**config.mk**
```make
export PLATFORM = sky130hd
export DESIGN_NAME = pll_rst_seq
export DESIGN_NICKNAME = d
export VERILOG_FILES = /design/src/rtl/pll_rst_pkg.sv /design/src/rtl/sync_2ff.sv /design/src/rtl/pll_rst_seq.sv
export SDC_FILE = /design/constraint.sdc
export NUM_CORES = 1
export LEC_CHECK = 0
export ABC_AREA = 1
export BUFFER_PORTS_ARGS = -buffer_cell sky130_fd_sc_hd__buf_2
export CORE_ASPECT_RATIO = 0.7
export CORE_MARGIN = 5
export CORE_UTILIZATION = 45
export DETAILED_ROUTE_END_ITERATION = 16
export GPL_ROUTABILITY_DRIVEN = 0
export GPL_TIMING_DRIVEN = 0
export HOLD_SLACK_MARGIN = 0.12
export SLEW_MARGIN = 20
export SYNTH_ARGS = -nofsm -noshare
export SYNTH_HDL_FRONTEND = slang
export SYNTH_SLANG_ARGS = --single-unit
```
**constraint.sdc**
```tcl
create_clock -name clk_i -period 2.9 [get_ports clk_i]
set_input_delay 0.29 -clock clk_i [delete_from_list [all_inputs] [get_ports clk_i]]
set_output_delay 0.29 -clock clk_i [all_outputs]
set_load 0.005 [all_outputs]
```
**src/rtl/pll_rst_pkg.sv**
```systemverilog
// Shared state encoding and widths for the PLL reset sequencer.
package pll_rst_pkg;

  localparam int unsigned STATE_W  = 3;
  localparam int unsigned RELOCK_W = 8;

  typedef enum logic [STATE_W-1:0] {
    ST_PLL_RST   = 3'd0,
    ST_WAIT_LOCK = 3'd1,
    ST_WAIT_INIT = 3'd2,
    ST_STABLE    = 3'd3,
    ST_RELEASE   = 3'd4,
    ST_RUN       = 3'd5
  } state_e;

endpackage

```
**src/rtl/sync_2ff.sv**
```systemverilog
// Generic two-flop synchronizer with asynchronous active-low reset.
module sync_2ff #(
  parameter int unsigned W = 1
) (
  input  logic         clk_i,
  input  logic         rstn_i,
  input  logic [W-1:0] d_i,
  output logic [W-1:0] q_o
);

  logic [W-1:0] meta_q;
  logic [W-1:0] sync_q;

  // Two back-to-back flops resolve metastability on the asynchronous input.
  always_ff @(posedge clk_i or negedge rstn_i) begin
    if (!rstn_i) begin
      meta_q <= '0;
      sync_q <= '0;
    end else begin
      meta_q <= d_i;
      sync_q <= meta_q;
    end
  end

  assign q_o = sync_q;

endmodule

```
**src/rtl/pll_rst_seq.sv**
```systemverilog
// PLL reset sequencer: PLL reset, lock/init wait, lock qualification and
// staged fabric reset release, restarting on lock loss, timeout or soft reset.
module pll_rst_seq
  import pll_rst_pkg::*;
#(
  parameter int unsigned PLL_RST_CYC      = 16,
  parameter int unsigned LOCK_TIMEOUT_CYC = 65536,
  parameter int unsigned LOCK_STABLE_CYC  = 1024,
  parameter int unsigned STAGE_GAP_CYC    = 8,
  parameter int unsigned NUM_STAGES       = 4,
  parameter int unsigned CNT_W            = 17
) (
  input  logic                  clk_i,
  input  logic                  rstn_i,
  input  logic                  pll_lock_i,
  input  logic                  pll_init_done_i,
  input  logic                  soft_rst_i,
  output logic                  pll_rstn_o,
  output logic [NUM_STAGES-1:0] rst_stage_n_o,
  output logic                  sys_ready_o,
  output logic                  timeout_o,
  output logic [RELOCK_W-1:0]   relock_cnt_o,
  output logic [STATE_W-1:0]    state_o
);

  logic lock_s;
  logic init_s;

  state_e                state_q,    state_d;
  logic [CNT_W-1:0]      cnt_q,      cnt_d;
  logic                  pll_rstn_q, pll_rstn_d;
  logic [NUM_STAGES-1:0] stage_q,    stage_d;
  logic                  ready_q,    ready_d;
  logic                  timeout_q,  timeout_d;
  logic [RELOCK_W-1:0]   relock_q,   relock_d;
  logic                  restart_c;
  logic                  lock_lost_c;

  sync_2ff #(.W(1)) u_sync_lock (
    .clk_i  (clk_i),
    .rstn_i (rstn_i),
    .d_i    (pll_lock_i),
    .q_o    (lock_s)
  );

  sync_2ff #(.W(1)) u_sync_init (
    .clk_i  (clk_i),
    .rstn_i (rstn_i),
    .d_i    (pll_init_done_i),
    .q_o    (init_s)
  );

  // State, counter and all outputs are flops so every reset output is glitch-free.
  always_ff @(posedge clk_i or negedge rstn_i) begin
    if (!rstn_i) begin
      state_q    <= ST_PLL_RST;
      cnt_q      <= '0;
      pll_rstn_q <= 1'b0;
      stage_q    <= '0;
      ready_q    <= 1'b0;
      timeout_q  <= 1'b0;
      relock_q   <= '0;
    end else begin
      state_q    <= state_d;
      cnt_q      <= cnt_d;
      pll_rstn_q <= pll_rstn_d;
      stage_q    <= stage_d;
      ready_q    <= ready_d;
      timeout_q  <= timeout_d;
      relock_q   <= relock_d;
    end
  end

  // Next-state logic; soft reset beats lock loss, which beats timeout and progress.
  always_comb begin
    state_d     = state_q;
    cnt_d       = cnt_q + CNT_W'(1);
    stage_d     = stage_q;
    timeout_d   = timeout_q;
    relock_d    = relock_q;
    restart_c   = 1'b0;
    lock_lost_c = !lock_s && (state_q inside {ST_WAIT_INIT, ST_STABLE, ST_RELEASE, ST_RUN});

    if (soft_rst_i && (state_q != ST_PLL_RST)) begin
      restart_c = 1'b1;
    end else if (lock_lost_c) begin
      restart_c = 1'b1;
    end else begin
      unique case (state_q)
        ST_PLL_RST: begin
          if (cnt_q == CNT_W'(PLL_RST_CYC - 1)) begin
            state_d = ST_WAIT_LOCK;
            cnt_d   = '0;
          end
        end
        ST_WAIT_LOCK: begin
          if (cnt_q == CNT_W'(LOCK_TIMEOUT_CYC - 1)) begin
            restart_c = 1'b1;
            timeout_d = 1'b1;
          end else if (lock_s) begin
            state_d = ST_WAIT_INIT;
          end
        end
        ST_WAIT_INIT: begin
          if (cnt_q == CNT_W'(LOCK_TIMEOUT_CYC - 1)) begin
            restart_c = 1'b1;
            timeout_d = 1'b1;
          end else if (init_s) begin
            state_d = ST_STABLE;
            cnt_d   = '0;
          end
        end
        ST_STABLE: begin
          if (cnt_q == CNT_W'(LOCK_STABLE_CYC - 1)) begin
            state_d = ST_RELEASE;
            cnt_d   = '0;
          end
        end
        ST_RELEASE: begin
          for (int unsigned k = 0; k < NUM_STAGES; k++) begin
            if (cnt_q == CNT_W'(STAGE_GAP_CYC * (k + 1) - 1)) stage_d[k] = 1'b1;
          end
          if (&stage_q) begin
            state_d = ST_RUN;
            cnt_d   = '0;
          end
        end
        ST_RUN: begin
          cnt_d = '0;
        end
        default: begin
          state_d = ST_PLL_RST;
          cnt_d   = '0;
        end
      endcase
    end

    if (restart_c) begin
      state_d = ST_PLL_RST;
      cnt_d   = '0;
      stage_d = '0;
      if (relock_q != '1) relock_d = relock_q + RELOCK_W'(1);
    end

    pll_rstn_d = (state_d != ST_PLL_RST);
    ready_d    = (state_d == ST_RUN);
  end

  assign pll_rstn_o    = pll_rstn_q;
  assign rst_stage_n_o = stage_q;
  assign sys_ready_o   = ready_q;
  assign timeout_o     = timeout_q;
  assign relock_cnt_o  = relock_q;
  assign state_o       = state_q;

endmodule

```
==> run summary <==
Nets = 305
Row cnt = 20
Mapped Avg Cell Area = 7.92 sq um
N_diodes = 0
Worst-Skew Late Latency = 290 ps
Fill cells = 438
Post-synth ARST share = 100%
Util after Layout = 54.4%
Number of synthesized register bits = 39
H-tree depth = 2
Critical Path Fanout Max = 10
Grt ovf = 0
Number of global-route vias before repair = 1589
Vias per cell = 4.85
EDFF count, synth = 0
Max Clock Skew = 6.42 ps
CTS Buffer Depth = 2
P_int = 1.02 mW
Antenna viol nets, final = 0
Cells after DPL = 343
Unrepaired setup endpoints after global routing = false
Yosys cell types = 26
First-pass GRT wire length = 7.42 mm
CTS Root Cell = clkbuf_8
Area grow syn2layout = 14.5%
Die X = 91.8 um
Starting density of the core = 47.5%
CTS tree = yes
Commonest non-fill, non-tap cell in the layout = nand2_1
DP HPWL = 3.26 mm
Syn Nets = 274
Largest net degree at the start of global routing = 40
Synth Warn # = 0
Seq/Total Area, Yosys = 46.3%
Die Span Y = 67.2 um
Cts bufs inserted = 5
Hold Crit Class = primary input to async pin
Cell Area, Synth = 2110 sq um
Final WL = 4.29 mm
Initial antenna violation count = 0
VDD IR max = 0.397 mV
Die ar. = 6170 sq um
Multi-input logic area = 1010 sq um
Switching part of the total power = 38.2%
Final setup margin = 229 ps
Max-Slew Margin vs Limit = 42.2%
Pwr/cell area = 685 nW/um^2
Num ports = 23
Clock power share = 20.9%
Sum of negative setup slack = 0 ps
Post-CTS setup buffer count = 0
Max-cap viol count = 0
Vias = 1711
Startpoint type of the worst setup path = flop
CP Capture Type = flop
Mapped Cells = 266
Final setup fails = 0
Combinational Power Share = 36.1%
Most frequent cells in the layout = 58 x nand2_1, 53 x nor2_1, 38 x dfrtp_1
R2R setup slack = 230 ps
Number of DRC markers in iteration 0 = 97
Post-synth top area share = 46.3%
Synth area leaders = dfrtp_1 46%, nand2_1 10%, nor2_1 9.6%
NetSw = 631 uW
Clk slew on worst S/H paths = 70 ps
Synth Flop Type = dfrtp_1
Setup CP Type = flop to flop
Status = finished, final reports clean
Cell taking the most area after synthesis = dfrtp_1
Routed WL per cell = 12.2 um
Final Slew Violations = 0
Initial DRT Pass Iterations = 4
Layout cells sized above 1 = 18.1%
Post-Place Setup Slack = -4.10 ps
Final min period = 2670 ps
Core Area = 4430 sq um
LEAKAGE = 1.22 nW
Max Clk Rate = 374 MHz
Port-buffer cells = 22
Clk sinks = 39
Critical Path RT = 3110 ps
Register share of total power = 43.0%
Slew @ Worst Pin = 867 ps
Data arrival time of the worst path = 2880 ps
Period utilisation layout = 92.1%
# DRC = 0
Non-Filler Instances = 353
Register Area = 977 sq um
Final hold vios = 0
GRT Util Overall = 15.5%
[final timing paths]
| path | cells after the start | start | end |
|---|---|---|---|
| min in group clk_i | 0 | u_sync_init.meta_q$_DFF_PN0_ | u_sync_init.q_o$_DFF_PN0_ |
| min reg2reg | 0 | u_sync_init.meta_q$_DFF_PN0_ | u_sync_init.q_o$_DFF_PN0_ |
| max in group asynchronous | 1 | rstn_i | cnt_q[0]$_DFF_PN0_ |
| min | 1 | rstn_i | relock_cnt_o[0]$_DFFE_PN0P_ |
| max | 15 | cnt_q[0]$_DFF_PN0_ | cnt_q[14]$_DFF_PN0_ |
| max reg2reg | 15 | cnt_q[0]$_DFF_PN0_ | cnt_q[14]$_DFF_PN0_ |
[stage by stage]
stage	cell area [sq um]	hold WS, ps	power [mW]
floorplan	2110	-5.59	1.14
global placement	2280	332	1.31
detailed placement	2280	338	1.31
CTS	2390	146	1.66
global route	2410	187	1.78
finish	2410	116	1.65
[registers in the layout, summed over array words and instances, names as in the netlist]
register,cells
timeout_o,1
u_sync_lock.q_o,1
relock_cnt_o,8
u_sync_init.meta_q,1
sys_ready_o,1
state_o,3
pll_rstn_o,1
cnt_q,17
u_sync_lock.meta_q,1
rst_stage_n_o,4
u_sync_init.q_o,1
[layer usage]
metal  part of all wire, %  track usage, %
met4                  0.58            6.11
met1                    55            22.9
met2                    38            21.1
met3                   6.2            4.45
met5                     0               0
[synth_stat cells (4+ instances only)]
cell	number
dfrtp_1	39
nand2_2	6
nand3_1	23
nand4_1	5
nor2_1	54
o21ai_0	6
inv_1	29
xnor2_1	5
a21oi_1	4
xor2_1	12
nand2_1	58
[power groups by stage]
stage          Combinational (mW)  Sequential (mW)  Clock [mW]
2_1_floorplan               0.436            0.705           0
3_3_place_gp                0.589            0.717           0
3_5_place_dp                0.591            0.718           0
4_1_cts                     0.596            0.708       0.357
5_1_grt                     0.668            0.724       0.390
6_report                    0.596            0.711       0.345
[cells by family (layout without fill, tap and decap cells)]
kind of cell | Yosys count | in the layout | share of synthesized area (%)
buf+inv | 34 | 66 | 6.77
fa+ha+maj | 3 | 3 | 1.78
flops | 39 | 39 | 46.3
compound gates | 13 | 13 | 3.86
simple gates | 160 | 160 | 34.2
xor+xnor | 17 | 17 | 7.07
[timing repair]
action / CTS / global route
endpoints found under the hold margin: 2 / 0
resized for setup: 1 / 6
pin swaps: 0 / 2
hold buffers: 2 / 0
setup endpoints to repair: 8 / 30
[worst max-delay path, cell delays in order, from the launching register on]
cell and delay (ps):
dfrtp_2 420, ha_2 220, nand2_2 80, nor2_4 150
nand2_1 120, nor2_4 150, nand4_1 150, nor4_2 320
ha_2 290, nor2_1 90, nor2_1 100, nor2_1 70
nand3_4 110, nand2_4 70, buf_6 150, nor2_1 100
[cell type report]
cell class | instances | area share [%]
sequential | 39 | 40.5
multi-input combinational | 193 | 41.9
inverter | 32 | 4.98
clock buffer | 7 | 3.17
tap | 55 | 2.85
clock inverter | 1 | 0.208
timing repair buffer | 24 | 5.40
buffer | 2 | 0.934
Note: power is estimated with default switching activity, not from simulation.
